[src/rtl/mem_init_loader_pkg.sv]
// Shared types and width helpers for the RAM init loader.
package mem_init_pkg;

   typedef enum logic [2:0] {
      IDLE   = 3'd0,
      LOAD   = 3'd1,
      WRITE  = 3'd2,
      VERIFY = 3'd3,
      CHECK  = 3'd4,
      DONE   = 3'd5,
      FAIL   = 3'd6
   } state_e;

   function automatic int bytes_per_word(input int data_width);
      return data_width / 8;
   endfunction

   // The mux reserves two address bits, so the RAM itself sees ADDR_WIDTH-2.
   function automatic int mem_addr_width(input int addr_width);
      return addr_width - 2;
   endfunction

   function automatic int byte_cnt_width(input int bytes);
      return (bytes > 1) ? $clog2(bytes) : 1;
   endfunction

endpackage

[src/rtl/mem_init_loader_byte_packer.sv]
// Packs an 8-bit valid/ready stream into DATA_WIDTH-bit words, first byte in the LSBs.
module byte_packer
   import mem_init_pkg::*;
#(
   parameter int DATA_WIDTH = 8
) (
   input  logic                  clk,
   input  logic                  resetn,
   input  logic                  clear,
   input  logic                  accept,
   input  logic [7:0]            in_data,
   input  logic                  in_valid,
   output logic [DATA_WIDTH-1:0] word,
   output logic                  word_valid,
   output logic                  last_beat
);

   localparam int BYTES = bytes_per_word(DATA_WIDTH);
   localparam int CW    = byte_cnt_width(BYTES);
   localparam logic [CW-1:0] LAST_BYTE = CW'(BYTES - 1);

   logic [CW-1:0]         byte_cnt_q, byte_cnt_d;
   logic [DATA_WIDTH-1:0] word_q, word_d;
   logic                  word_valid_q, word_valid_d;
   logic                  fire;

   // Next byte slot, assembled word and completion pulse.
   always_comb begin
      fire         = accept & in_valid;
      byte_cnt_d   = byte_cnt_q;
      word_d       = word_q;
      word_valid_d = 1'b0;
      if (clear) begin
         byte_cnt_d = '0;
      end else if (fire) begin
         word_d[{byte_cnt_q, 3'b000} +: 8] = in_data;
         if (byte_cnt_q == LAST_BYTE) begin
            byte_cnt_d   = '0;
            word_valid_d = 1'b1;
         end else begin
            byte_cnt_d = byte_cnt_q + 1'b1;
         end
      end else begin
         byte_cnt_d = byte_cnt_q;
      end
   end

   // Packer state registers.
   always_ff @(posedge clk) begin
      if (!resetn) begin
         byte_cnt_q   <= '0;
         word_q       <= '0;
         word_valid_q <= 1'b0;
      end else begin
         byte_cnt_q   <= byte_cnt_d;
         word_q       <= word_d;
         word_valid_q <= word_valid_d;
      end
   end

   assign word       = word_q;
   assign word_valid = word_valid_q;
   assign last_beat  = fire & ~clear & (byte_cnt_q == LAST_BYTE);

endmodule

[src/rtl/mem_init_loader.sv]
// Init-side loader for the RAM user/init mux: writes a packed byte stream, reads it back
// and hands the RAM to the user side when the XOR checksums agree.
module mem_init_loader
   import mem_init_pkg::*;
#(
   parameter int DATA_WIDTH = 8,
   parameter int ADDR_WIDTH = 8,
   parameter int NUM_WORDS  = 2 ** (ADDR_WIDTH - 2)
) (
   input  logic                                  clk,
   input  logic                                  resetn,
   input  logic                                  start,
   input  logic [7:0]                            in_data,
   input  logic                                  in_valid,
   output logic                                  in_ready,
   output logic                                  wr_enable_init,
   output logic [mem_addr_width(ADDR_WIDTH)-1:0] waddr_init,
   output logic [DATA_WIDTH-1:0]                 mem_data_in_init,
   output logic                                  rd_enable_init,
   output logic [mem_addr_width(ADDR_WIDTH)-1:0] raddr_init,
   input  logic [DATA_WIDTH-1:0]                 mem_data_out_init,
   output logic                                  wclk_init,
   output logic                                  rclk_init,
   output logic                                  sel,
   output logic                                  busy,
   output logic                                  done,
   output logic                                  error
);

   localparam int MAW = mem_addr_width(ADDR_WIDTH);
   localparam logic [MAW-1:0] LAST_WORD = MAW'(NUM_WORDS - 1);

   state_e                state_q, state_d;
   logic [MAW-1:0]        word_cnt_q, word_cnt_d, rd_cnt_q, rd_cnt_d;
   logic [DATA_WIDTH-1:0] wsum_q, wsum_d, rsum_q, rsum_d;
   logic                  rvalid_q, rvalid_d;
   logic                  in_ready_q, in_ready_d, wr_en_q, wr_en_d, rd_en_q, rd_en_d;
   logic                  sel_q, sel_d, busy_q, busy_d, done_q, done_d, error_q, error_d;
   logic                  launch;
   logic [DATA_WIDTH-1:0] word;
   logic                  word_valid, last_beat;

   byte_packer #(.DATA_WIDTH(DATA_WIDTH)) u_packer (
      .clk        (clk),
      .resetn     (resetn),
      .clear      (launch),
      .accept     (in_ready_q),
      .in_data    (in_data),
      .in_valid   (in_valid),
      .word       (word),
      .word_valid (word_valid),
      .last_beat  (last_beat)
   );

   // Sequencing, checksum accumulation and next values of the registered outputs.
   always_comb begin
      state_d    = state_q;
      word_cnt_d = word_cnt_q;
      rd_cnt_d   = rd_cnt_q;
      wsum_d     = wsum_q;
      rvalid_d   = rd_en_q;
      launch     = 1'b0;
      // Read data trails the strobe by one cycle, so rvalid gates the accumulation.
      if (rvalid_q) begin
         rsum_d = rsum_q ^ mem_data_out_init;
      end else begin
         rsum_d = rsum_q;
      end
      case (state_q)
         IDLE, DONE, FAIL: begin
            if (start) begin
               launch     = 1'b1;
               state_d    = LOAD;
               word_cnt_d = '0;
               rd_cnt_d   = '0;
               wsum_d     = '0;
               rsum_d     = '0;
            end else begin
               state_d = state_q;
            end
         end
         LOAD: begin
            if (last_beat) begin
               state_d = WRITE;
            end else begin
               state_d = LOAD;
            end
         end
         WRITE: begin
            if (word_valid) begin
               wsum_d = wsum_q ^ word;
            end else begin
               wsum_d = wsum_q;
            end
            if (word_cnt_q == LAST_WORD) begin
               state_d  = VERIFY;
               rd_cnt_d = '0;
            end else begin
               state_d    = LOAD;
               word_cnt_d = word_cnt_q + 1'b1;
            end
         end
         VERIFY: begin
            if (rd_cnt_q == LAST_WORD) begin
               state_d = CHECK;
            end else begin
               rd_cnt_d = rd_cnt_q + 1'b1;
            end
         end
         CHECK: begin
            if (rsum_d == wsum_q) begin
               state_d = DONE;
            end else begin
               state_d = FAIL;
            end
         end
         default: state_d = IDLE;
      endcase
      in_ready_d = (state_d == LOAD);
      wr_en_d    = (state_d == WRITE);
      rd_en_d    = (state_d == VERIFY);
      sel_d      = (state_d == DONE);
      done_d     = (state_d == DONE);
      error_d    = (state_d == FAIL);
      busy_d     = (state_d == LOAD) | (state_d == WRITE) | (state_d == VERIFY) | (state_d == CHECK);
   end

   // Loader state and registered outputs.
   always_ff @(posedge clk) begin
      if (!resetn) begin
         state_q    <= IDLE;
         word_cnt_q <= '0;
         rd_cnt_q   <= '0;
         wsum_q     <= '0;
         rsum_q     <= '0;
         rvalid_q   <= 1'b0;
         in_ready_q <= 1'b0;
         wr_en_q    <= 1'b0;
         rd_en_q    <= 1'b0;
         sel_q      <= 1'b0;
         busy_q     <= 1'b0;
         done_q     <= 1'b0;
         error_q    <= 1'b0;
      end else begin
         state_q    <= state_d;
         word_cnt_q <= word_cnt_d;
         rd_cnt_q   <= rd_cnt_d;
         wsum_q     <= wsum_d;
         rsum_q     <= rsum_d;
         rvalid_q   <= rvalid_d;
         in_ready_q <= in_ready_d;
         wr_en_q    <= wr_en_d;
         rd_en_q    <= rd_en_d;
         sel_q      <= sel_d;
         busy_q     <= busy_d;
         done_q     <= done_d;
         error_q    <= error_d;
      end
   end

   assign in_ready         = in_ready_q;
   assign wr_enable_init   = wr_en_q;
   assign waddr_init       = word_cnt_q;
   assign mem_data_in_init = word;
   assign rd_enable_init   = rd_en_q;
   assign raddr_init       = rd_cnt_q;
   assign wclk_init        = clk;
   assign rclk_init        = clk;
   // A restart takes the RAM back from the user side within the start cycle.
   assign sel              = sel_q & ~start;
   assign busy             = busy_q;
   assign done             = done_q;
   assign error            = error_q;

endmodule

[config.mk]
export PLATFORM = sky130hd
export DESIGN_NAME = mem_init_loader
export DESIGN_NICKNAME = d
export VERILOG_FILES = /design/src/rtl/mem_init_loader_pkg.sv /design/src/rtl/mem_init_loader_byte_packer.sv /design/src/rtl/mem_init_loader.sv
export SDC_FILE = /design/constraint.sdc
export NUM_CORES = 1
export LEC_CHECK = 0
export CAP_MARGIN = 10
export CORE_UTILIZATION = 40
export CTS_CLUSTER_SIZE = 25
export DETAILED_ROUTE_END_ITERATION = 8
export PLACE_DENSITY = 0.65
export SLEW_MARGIN = 5
export SYNTH_ARGS = -nofsm -noshare
export SYNTH_HDL_FRONTEND = slang
export SYNTH_SLANG_ARGS = --single-unit
[constraint.sdc]
create_clock -name clk -period 4.6 [get_ports clk]
set_clock_uncertainty 0.15 [all_clocks]
set_input_delay 1.38 -clock clk [delete_from_list [all_inputs] [get_ports clk]]
set_output_delay 1.38 -clock clk [all_outputs]
set_load 0.02 [all_outputs]
Yosys cells after proc, flatten, opt, wreduce, memory -nomap -nowiden
Index checks and enable logic that the tools add are counted.
{ "word_totals": {"register_bits": 48, "elab_cells": 88, "inputBits": 20, "out_inout_bits": 29} }
{ "classes": {"n_shift": 2, "bitwise": 14, "n_mux": 23, "n_reduce_logical": 10, "n_addsub": 4, "eq_ne": 20} }
{ "op_table": {"columns": ["op", "n"], "rows": [
  ["$mux 8", 5],
  ["$mux 6", 4],
  ["$eq 3x3->1 const B", 6],
  ["$pmux 6 s3", 1],
  ["$pmux 8 s2", 1],
  ["$xor 8x8->8", 2],
  ["$pmux 3 s5", 1],
  ["$add 6x1->6 const B", 2],
  ["$eq 3x2->1 const B", 4],
  ["$eq 6x6->1 const B", 2],
  ["$pmux 6 s2", 1],
  ["$bwmux 8", 1],
  ["$eq 8x8->1", 1],
  ["$ne 2x2->1 const B", 4],
  ["$shift 8x6->8 const A", 1],
  ["$shiftx 8x6->8", 1],
  ["$eq 3x1->1 const B", 2],
  ["$mux 2", 3],
  ["$mux 3", 2],
  ["$neg 4->6", 1],
  ["$reduce_and 3->1", 2],
  ["$reduce_or 3->1", 2],
  ["$not 1->1", 5],
  ["$and 1x1->1", 4],
  ["10 further kinds", 15]
]} }

Longest topological paths before layout
Gate-level depths: netlist of the first run.
{ "logic_depth": {"word_depth": 12, "mapped_depth": 7, "depth_no_buf": 6} }

Cells and area by module
Synthesis of the first run repeated with hierarchy kept, for this count alone.
{ "hier_totals": {"cells_unflattened": 263, "hier_area_um2": 2319.7} }
{ "by_module_without_submodules": {"columns": ["module", "cells_each", "instances", "seq_area_each_um2", "area_per_inst_um2"], "rows": [
  ["mem_init_loader", 225, 1, 760.7, 1956.9],
  ["byte_packer", 38, 1, 180.2, 362.8]
]} }

==> run_summary.xml, run 1 <==
<?xml version="1.0" encoding="UTF-8"?>
<metrics>
  <group name="status">
    <metric name="outcome" unit="">completed</metric>
  </group>
  <group name="die">
    <metric name="core_area" unit="mm^2">0.00527</metric>
    <metric name="starting_utilization_of_the_core_area" unit="%">42.7</metric>
    <metric name="die_width" unit="um">77.0</metric>
    <metric name="die_height" unit="um">77.0</metric>
    <metric name="die_area" unit="mm^2">0.00593</metric>
    <metric name="ioPinCount" unit="">49</metric>
    <metric name="core.rowCount" unit="">26</metric>
  </group>
  <group name="worst_setup_path">
    <metric name="r2r_cells" unit="">4</metric>
    <metric name="r2r-start" unit="">state_q[1]$_SDFF_PN0_</metric>
    <metric name="capturing_element_of_the_worst_setup_path" unit="">wclk_init</metric>
    <metric name="critical_path_cell_by_cell" unit="">clkbuf_8, clkbuf_8, clkdlybuf4s50_1</metric>
    <metric name="worst_path_max_delay_cell" unit="">sky130_fd_sc_hd__clkdlybuf4s50_1</metric>
    <metric name="capture_instance_of_the_worst_register_to_register_path" unit="">rsum_q[7]$_SDFF_PN0_</metric>
    <metric name="path_common_cell" unit="">sky130_fd_sc_hd__clkbuf_8</metric>
    <metric name="regToRegSetupSlack" unit="ns">2.19</metric>
    <metric name="setup.worst_path.start_class" unit="">clock port</metric>
    <metric name="setup.worst_path.end_class" unit="">output pin</metric>
    <metric name="crit_start" unit="">clk</metric>
    <metric name="cp_data_required_time" unit="ns">3.07</metric>
    <metric name="critical_path_cell_count" unit="">3</metric>
    <metric name="cp_max_fo" unit="">2</metric>
    <metric name="worstPathArrival" unit="ns">3.06</metric>
    <metric name="max_stage_delay" unit="ns">0.52</metric>
    <metric name="critPathKind" unit="">clk -&gt; out</metric>
    <metric name="path_delay_family" unit="">buffers and inverters</metric>
    <metric name="worstPathBufferInverterCount" unit="">3</metric>
  </group>
  <group name="power_and_ir_drop">
    <metric name="powerDensity" unit="mW/mm^2">338</metric>
    <metric name="leakagePower" unit="uW">0.00109</metric>
    <metric name="ir_drop" unit="mV">0.292</metric>
  </group>
  <group name="cells_and_area">
    <metric name="antennaDiodeCount" unit="">0</metric>
    <metric name="fill_cells" unit="">515</metric>
    <metric name="regArea" unit="um^2">941</metric>
    <metric name="design.final.nets" unit="">317</metric>
    <metric name="multi_input_comb_area" unit="mm^2">0.00123</metric>
    <metric name="final_core_utilization" unit="%">55.6</metric>
    <metric name="final_cell_count_no_fill" unit="">366</metric>
    <metric name="drive_above_1_share" unit="%">10.1</metric>
    <metric name="area_delta_synth_final" unit="%">30.2</metric>
  </group>
  <group name="synthesis">
    <metric name="synth_simple_gate_area_share" unit="%">20.6</metric>
    <metric name="synth_top_cells_by_count" unit="">47 x sky130_fd_sc_hd__dfxtp_1, 37 x sky130_fd_sc_hd__nor2_1, 19 x sky130_fd_sc_hd__nand2_1, 15 x sky130_fd_sc_hd__xor2_1, 13 x sky130_fd_sc_hd__xnor2_1</metric>
    <metric name="synth-seq-cells" unit="">47</metric>
    <metric name="ys_async_sr_fraction" unit="%">0</metric>
    <metric name="syn_nets" unit="">270</metric>
    <metric name="synth_top_family_by_area" unit="">simple AND/OR/NAND/NOR gates</metric>
    <metric name="synth_area_leaders" unit="">sky130_fd_sc_hd__dfxtp_1 42%, sky130_fd_sc_hd__nor2_1 6.2%, sky130_fd_sc_hd__xor2_1 5.8%</metric>
    <metric name="netlist_instances" unit="">248</metric>
    <metric name="yosys.area.top_type" unit="">sky130_fd_sc_hd__dfxtp_1</metric>
    <metric name="synth_area_per_cell" unit="um^2">9.08</metric>
    <metric name="fraction_of_synthesized_cell_area_in_xor_and_xnor_cells" unit="%">13.4</metric>
    <metric name="synth.top_cell.area_share" unit="%">41.8</metric>
    <metric name="post_synth_mux_area_share" unit="%">4.17</metric>
    <metric name="ys_warn_count" unit="">0</metric>
    <metric name="synth_compound_gate_area_share" unit="%">15.1</metric>
    <metric name="synth_fa_ha_area_share" unit="%">1.56</metric>
    <metric name="post-synth-top-count-cell" unit="">sky130_fd_sc_hd__dfxtp_1</metric>
    <metric name="synthesis.area" unit="mm^2">0.00225</metric>
    <metric name="yosys.cell_types.count" unit="">53</metric>
    <metric name="ys.flop_type" unit="">sky130_fd_sc_hd__dfxtp_1</metric>
    <metric name="number_of_enable_flip_flop_cells_after_synthesis" unit="">0</metric>
    <metric name="fraction_of_the_yosys_area_taken_by_sequential_cells" unit="%">41.8</metric>
  </group>
  <group name="placed_design">
    <metric name="dp.cells" unit="">354</metric>
    <metric name="globalplace.congestion" unit="">0.724</metric>
    <metric name="port_buffers" unit="">48</metric>
    <metric name="place.detailed.hpwl" unit="um">3310</metric>
  </group>
  <group name="global_route">
    <metric name="grt_pass1_wl" unit="um">7870</metric>
    <metric name="track_usage" unit="%">17.2</metric>
    <metric name="globalRouteOverflowTotal" unit="">0</metric>
    <metric name="number_of_global_route_vias_before_repair" unit="">1701</metric>
    <metric name="grt_max_degree" unit="">22</metric>
    <metric name="antenna_found_initial" unit="">0</metric>
  </group>
  <group name="clock_network">
    <metric name="post-cts-setup-buffers" unit="">0</metric>
    <metric name="hold_buffers" unit="">0</metric>
    <metric name="clock_tree_from_tritoncts" unit="">built</metric>
    <metric name="clk-insertion-delay-late" unit="ns">0.40</metric>
    <metric name="clock_edge_transition_at_the_registers_on_the_reported_setup_and_hold_paths" unit="ns">0.08</metric>
  </group>
  <group name="routing">
    <metric name="overall_routed_net_length" unit="um">4810</metric>
    <metric name="drt_first_pass_iters" unit="">4</metric>
    <metric name="detail_route.wl_per_cell" unit="um">13.1</metric>
    <metric name="antenna_left" unit="">0</metric>
    <metric name="vias_per_cell" unit="">5.03</metric>
    <metric name="vias" unit="">1840</metric>
    <metric name="drt_drc_violations_left" unit="">0</metric>
    <metric name="drtIter0Drc" unit="">74</metric>
  </group>
  <group name="timing">
    <metric name="relSlewSlack" unit="%">53.0</metric>
    <metric name="timing.final.hold_violations" unit="">0</metric>
    <metric name="tightestPinTransition" unit="ns">0.703</metric>
    <metric name="rsz0062_at_grt" unit="">false</metric>
    <metric name="timing_max_transition_violations_final" unit="">0</metric>
    <metric name="fin_tns_setup" unit="ns">0</metric>
    <metric name="setup-violations-final" unit="">0</metric>
  </group>
  <group name="job">
    <metric name="cap_violations" unit="">0</metric>
  </group>
  <group name="hold_path">
    <metric name="worstHoldPathType" unit="">reg -&gt; reg</metric>
  </group>
</metrics>
==> sequential cells by signal (all words and copies together) (netlist names) <==
register	flops
raddr_init	6
done	1
rvalid_q	1
u_packer.word_valid	1
busy	1
rd_enable_init	1
state_q	3
in_ready	1
wsum_q	8
error	1
rsum_q	8
u_packer.word	8
wr_enable_init	1
waddr_init	6
==> area by class of cell <==
| cell class | instances | area share, % |
|---|---|---|
| inverter | 2 | 0.256 |
| multi-input combinational | 186 | 42.0 |
| timing repair buffer | 47 | 16.0 |
| sequential | 47 | 32.1 |
| clock buffer | 12 | 5.34 |
| tap | 70 | 2.99 |
| clock inverter | 2 | 1.32 |
==> routing by layer <==
layer  GRT usage (%)  part of all wire, %  up-vias
li1                -                    -      939
met1            22.7                   50      850
met2            25.2                   45       46
met3            5.36                  4.2        5
met4            8.68                  1.1        0
met5               0                    0        -
==> worst min-delay path by stage <==
| stage | to | start | cells past startpoint | slack, ns |
|---|---|---|---|---|
| global placement | rvalid_q$_SDFF_PN0_ | rd_enable_init$_SDFF_PN0_ | 1 | 0.30 |
| global route | rvalid_q$_SDFF_PN0_ | rd_enable_init$_SDFF_PN0_ | 1 | 0.35 |
| finish | rvalid_q$_SDFF_PN0_ | rd_enable_init$_SDFF_PN0_ | 1 | 0.32 |
| detailed placement | rvalid_q$_SDFF_PN0_ | rd_enable_init$_SDFF_PN0_ | 1 | 0.31 |
| floorplan | wsum_q[1]$_SDFFE_PN0P_ | wsum_q[1]$_SDFFE_PN0P_ | 2 | 0.33 |
| CTS | rvalid_q$_SDFF_PN0_ | rd_enable_init$_SDFF_PN0_ | 1 | 0.33 |
==> report_power, final <==
| part | leakage (uW) | internal (uW) | total (uW) | switching [uW] |
|---|---|---|---|---|
| sequential | 0.000380 | 415 | 427 | 11.7 |
| combinational | 0.000613 | 47.9 | 100 | 52.0 |
| clock | 0.0000997 | 276 | 464 | 188 |
==> per-stage QoR <==
step	cell area, um^2	power (uW)	setup WS (ns)	hold slack (ns)
3_3_place_gp	2760	594	0.262	0.300
5_1_grt	2930	1030	0.00394	0.345
3_5_place_dp	2760	594	0.262	0.309
2_1_floorplan	2250	546	0.636	0.331
6_report	2930	991	0.0105	0.318
4_1_cts	2930	1010	0.000976	0.328
==> worst register-to-register path, delay by kind of cell, from the launching register on <==
family | cells | cell delay (ns)
AOI/OAI and AO/OA | 2 | 0.73
DFF | 1 | 0.71
and+or+nand+nor | 1 | 0.56
xor gates and xnor gates | 1 | 0.19
==> cell families (layout without fill, tap and decap cells) <==
family	count (synthesis)	after routing
AO/OA/AOI/OAI	50	50
XOR/XNOR	31	31
adder cells (fa/ha/maj)	3	3
buffers and inverters	15	63
flip-flops	47	47
multiplexers	9	9
AND/OR/NAND/NOR	93	93
==> layout by cell type, fill, tap and decap left out, types with 2 or more instances in the layout <==
cell / count
sky130_fd_sc_hd__nand4_1: 2
sky130_fd_sc_hd__a211oi_1: 2
sky130_fd_sc_hd__o21ai_1: 6
sky130_fd_sc_hd__dfxtp_1: 47
sky130_fd_sc_hd__nand3_1: 8
sky130_fd_sc_hd__nor2_1: 37
sky130_fd_sc_hd__and2_1: 4
sky130_fd_sc_hd__clkdlybuf4s50_1: 47
sky130_fd_sc_hd__nor3b_1: 2
sky130_fd_sc_hd__and3_1: 2
sky130_fd_sc_hd__a21boi_1: 3
sky130_fd_sc_hd__a31oi_1: 3
sky130_fd_sc_hd__nand2_1: 19
sky130_fd_sc_hd__clkbuf_8: 10
sky130_fd_sc_hd__nand3b_1: 5
sky130_fd_sc_hd__a21oi_1: 12
sky130_fd_sc_hd__xnor2_1: 13
sky130_fd_sc_hd__nor2b_1: 4
sky130_fd_sc_hd__o21a_1: 2
sky130_fd_sc_hd__ha_1: 2
sky130_fd_sc_hd__xor2_1: 15
sky130_fd_sc_hd__mux2i_1: 8
sky130_fd_sc_hd__o21ai_0: 10
sky130_fd_sc_hd__nand2b_1: 2
==> repair_timing <==
item	CTS	global route
resized for setup	1	0
endpoints found under the hold margin	0	0
endpoints found under the setup margin	1	0
Power figures use the tool's default switching activity.
==> run 2: changes to the inputs <==
- DONT_BUFFER_PORTS: default -> 1
- PLACE_DENSITY: 0.65 -> default
==> run 2 against run 1 <==
Flip-flop and latch count unchanged. Register-to-register slack worse by 0.05 ns. Power down 13%. Via count down 10%. Count of clock-buffer cells in the layout down 7. Combinational power down 39%.
==> run_summary.xml, run 2 (same netlist as run 1, synthesis figures left out) <==
<?xml version="1.0" encoding="UTF-8"?>
<metrics>
  <group name="worst_setup_path">
    <metric name="critPathKind" unit="">clk -&gt; out</metric>
    <metric name="regToRegSetupSlack" unit="ns">2.14</metric>
    <metric name="worstPathArrival" unit="ns">2.30</metric>
    <metric name="setup.worst_path.end_class" unit="">output pin</metric>
    <metric name="cp_max_fo" unit="">3</metric>
    <metric name="cp_data_required_time" unit="ns">3.07</metric>
    <metric name="setup.worst_path.start_class" unit="">clock port</metric>
  </group>
  <group name="die">
    <metric name="die_width" unit="um">77.0</metric>
    <metric name="die_area" unit="mm^2">0.00593</metric>
    <metric name="die_height" unit="um">77.0</metric>
    <metric name="core.rowCount" unit="">26</metric>
    <metric name="ioPinCount" unit="">49</metric>
    <metric name="core_area" unit="mm^2">0.00527</metric>
    <metric name="starting_utilization_of_the_core_area" unit="%">42.7</metric>
  </group>
  <group name="routing">
    <metric name="vias_per_cell" unit="">5.27</metric>
    <metric name="overall_routed_net_length" unit="um">4560</metric>
    <metric name="antenna_left" unit="">0</metric>
    <metric name="detail_route.wl_per_cell" unit="um">14.6</metric>
    <metric name="vias" unit="">1649</metric>
    <metric name="drt_first_pass_iters" unit="">4</metric>
    <metric name="drtIter0Drc" unit="">100</metric>
    <metric name="drt_drc_violations_left" unit="">0</metric>
  </group>
  <group name="clock_network">
    <metric name="cts-htree-levels" unit="">2</metric>
    <metric name="postCtsResizedCells" unit="">0</metric>
    <metric name="ctsLongestPathBuffers" unit="">2</metric>
    <metric name="clock_edge_transition_at_the_registers_on_the_reported_setup_and_hold_paths" unit="ns">0.09</metric>
    <metric name="cts_num_sinks" unit="">47</metric>
    <metric name="clk-insertion-delay-late" unit="ns">0.30</metric>
    <metric name="clock_tree_from_tritoncts" unit="">built</metric>
    <metric name="cts-root-buf" unit="">sky130_fd_sc_hd__clkbuf_8</metric>
    <metric name="hold_buffers" unit="">0</metric>
    <metric name="cts_buffers" unit="">5</metric>
    <metric name="post-cts-setup-buffers" unit="">0</metric>
  </group>
  <group name="power_and_ir_drop">
    <metric name="leakagePower" unit="uW">0.000885</metric>
    <metric name="powerDensity" unit="mW/mm^2">357</metric>
    <metric name="ir_drop" unit="mV">0.197</metric>
  </group>
  <group name="global_route">
    <metric name="globalRouteOverflowTotal" unit="">0</metric>
    <metric name="track_usage" unit="%">16.7</metric>
    <metric name="grt_pass1_wl" unit="um">7680</metric>
    <metric name="grt_max_degree" unit="">22</metric>
    <metric name="number_of_global_route_vias_before_repair" unit="">1613</metric>
    <metric name="antenna_found_initial" unit="">0</metric>
  </group>
  <group name="cells_and_area">
    <metric name="antennaDiodeCount" unit="">0</metric>
    <metric name="most-common-layout-cells" unit="">47 x sky130_fd_sc_hd__dfxtp_1, 37 x sky130_fd_sc_hd__nor2_1, 19 x sky130_fd_sc_hd__nand2_1</metric>
    <metric name="area_delta_synth_final" unit="%">6.84</metric>
    <metric name="final_common_cell" unit="">sky130_fd_sc_hd__dfxtp_1</metric>
    <metric name="drive_above_1_share" unit="%">10.3</metric>
    <metric name="design.final.nets" unit="">264</metric>
    <metric name="final_core_utilization" unit="%">45.6</metric>
  </group>
  <group name="timing">
    <metric name="fin_tns_setup" unit="ns">0</metric>
    <metric name="layout_setup_ws" unit="ns">0.770</metric>
    <metric name="tightestPinTransition" unit="ns">0.747</metric>
    <metric name="rsz0062_at_grt" unit="">false</metric>
    <metric name="relSlewSlack" unit="%">50.1</metric>
    <metric name="setup-violations-final" unit="">0</metric>
    <metric name="timing_max_transition_violations_final" unit="">0</metric>
    <metric name="timing.final.hold_violations" unit="">0</metric>
  </group>
  <group name="placed_design">
    <metric name="port_buffers" unit="">0</metric>
    <metric name="globalplace.congestion" unit="">0.792</metric>
    <metric name="pre_cts_slack" unit="ns">0.770</metric>
    <metric name="place.detailed.hpwl" unit="um">3180</metric>
  </group>
  <group name="hold_path">
    <metric name="worstHoldPathType" unit="">reg -&gt; reg</metric>
  </group>
  <group name="job">
    <metric name="cap_violations" unit="">0</metric>
  </group>
  <group name="status">
    <metric name="outcome" unit="">completed</metric>
  </group>
</metrics>
## run 2: changes by cell type in the layout (fill, tap and decap cells not counted), sizes merged
cell,before,now
clkdlybuf4s50,47,0
clkbuf,10,5
buf,1,0
bufinv,1,2
clkinvlp,0,1
dlygate4sd2,1,0
inv,3,2
## run 2: final cells by class
cell class	count	area, um^2
Tap cell	70	87.6
Clock inverter	3	67.6
Inverter	2	7.51
Clock buffer	5	68.8
Sequential cell	47	941
Fill cell	509	2870
Multi-Input combinational cell	186	1230
## run 2: power by group
part           internal [uW]  switching, uW
Clock                    217            146
Combinational           24.1           37.3
Sequential               415           19.5
## run 2: worst paths after layout
| path | depth (start not counted) | startpoint | to |
|---|---|---|---|
| min | 2 | wsum_q[6]$_SDFFE_PN0P_ | wsum_q[6]$_SDFFE_PN0P_ |
| max reg2reg | 4 | state_q[1]$_SDFF_PN0_ | rsum_q[7]$_SDFF_PN0_ |
| max | 0 | clk | rclk_init |
| min reg2reg | 2 | wsum_q[6]$_SDFFE_PN0P_ | wsum_q[6]$_SDFFE_PN0P_ |
## run 2: stage by stage
step	total power, uW	instances	area [um^2]	hold slack, ns
after global routing	892	313	2400	0.423
after floorplan	546	248	2250	0.331
after global placement	505	305	2270	0.359
after CTS	867	313	2400	0.397
final	859	313	2400	0.390
after detailed placement	506	305	2270	0.370
## run 2: per-layer routing
layer	vias to the layer above	part of all wire, %	track usage, %
met3	10	5.4	5.00
met5	-	0	0
met4	0	2.4	8.68
met1	759	50	22.1
met2	40	42	24.6
li1	840	-	-
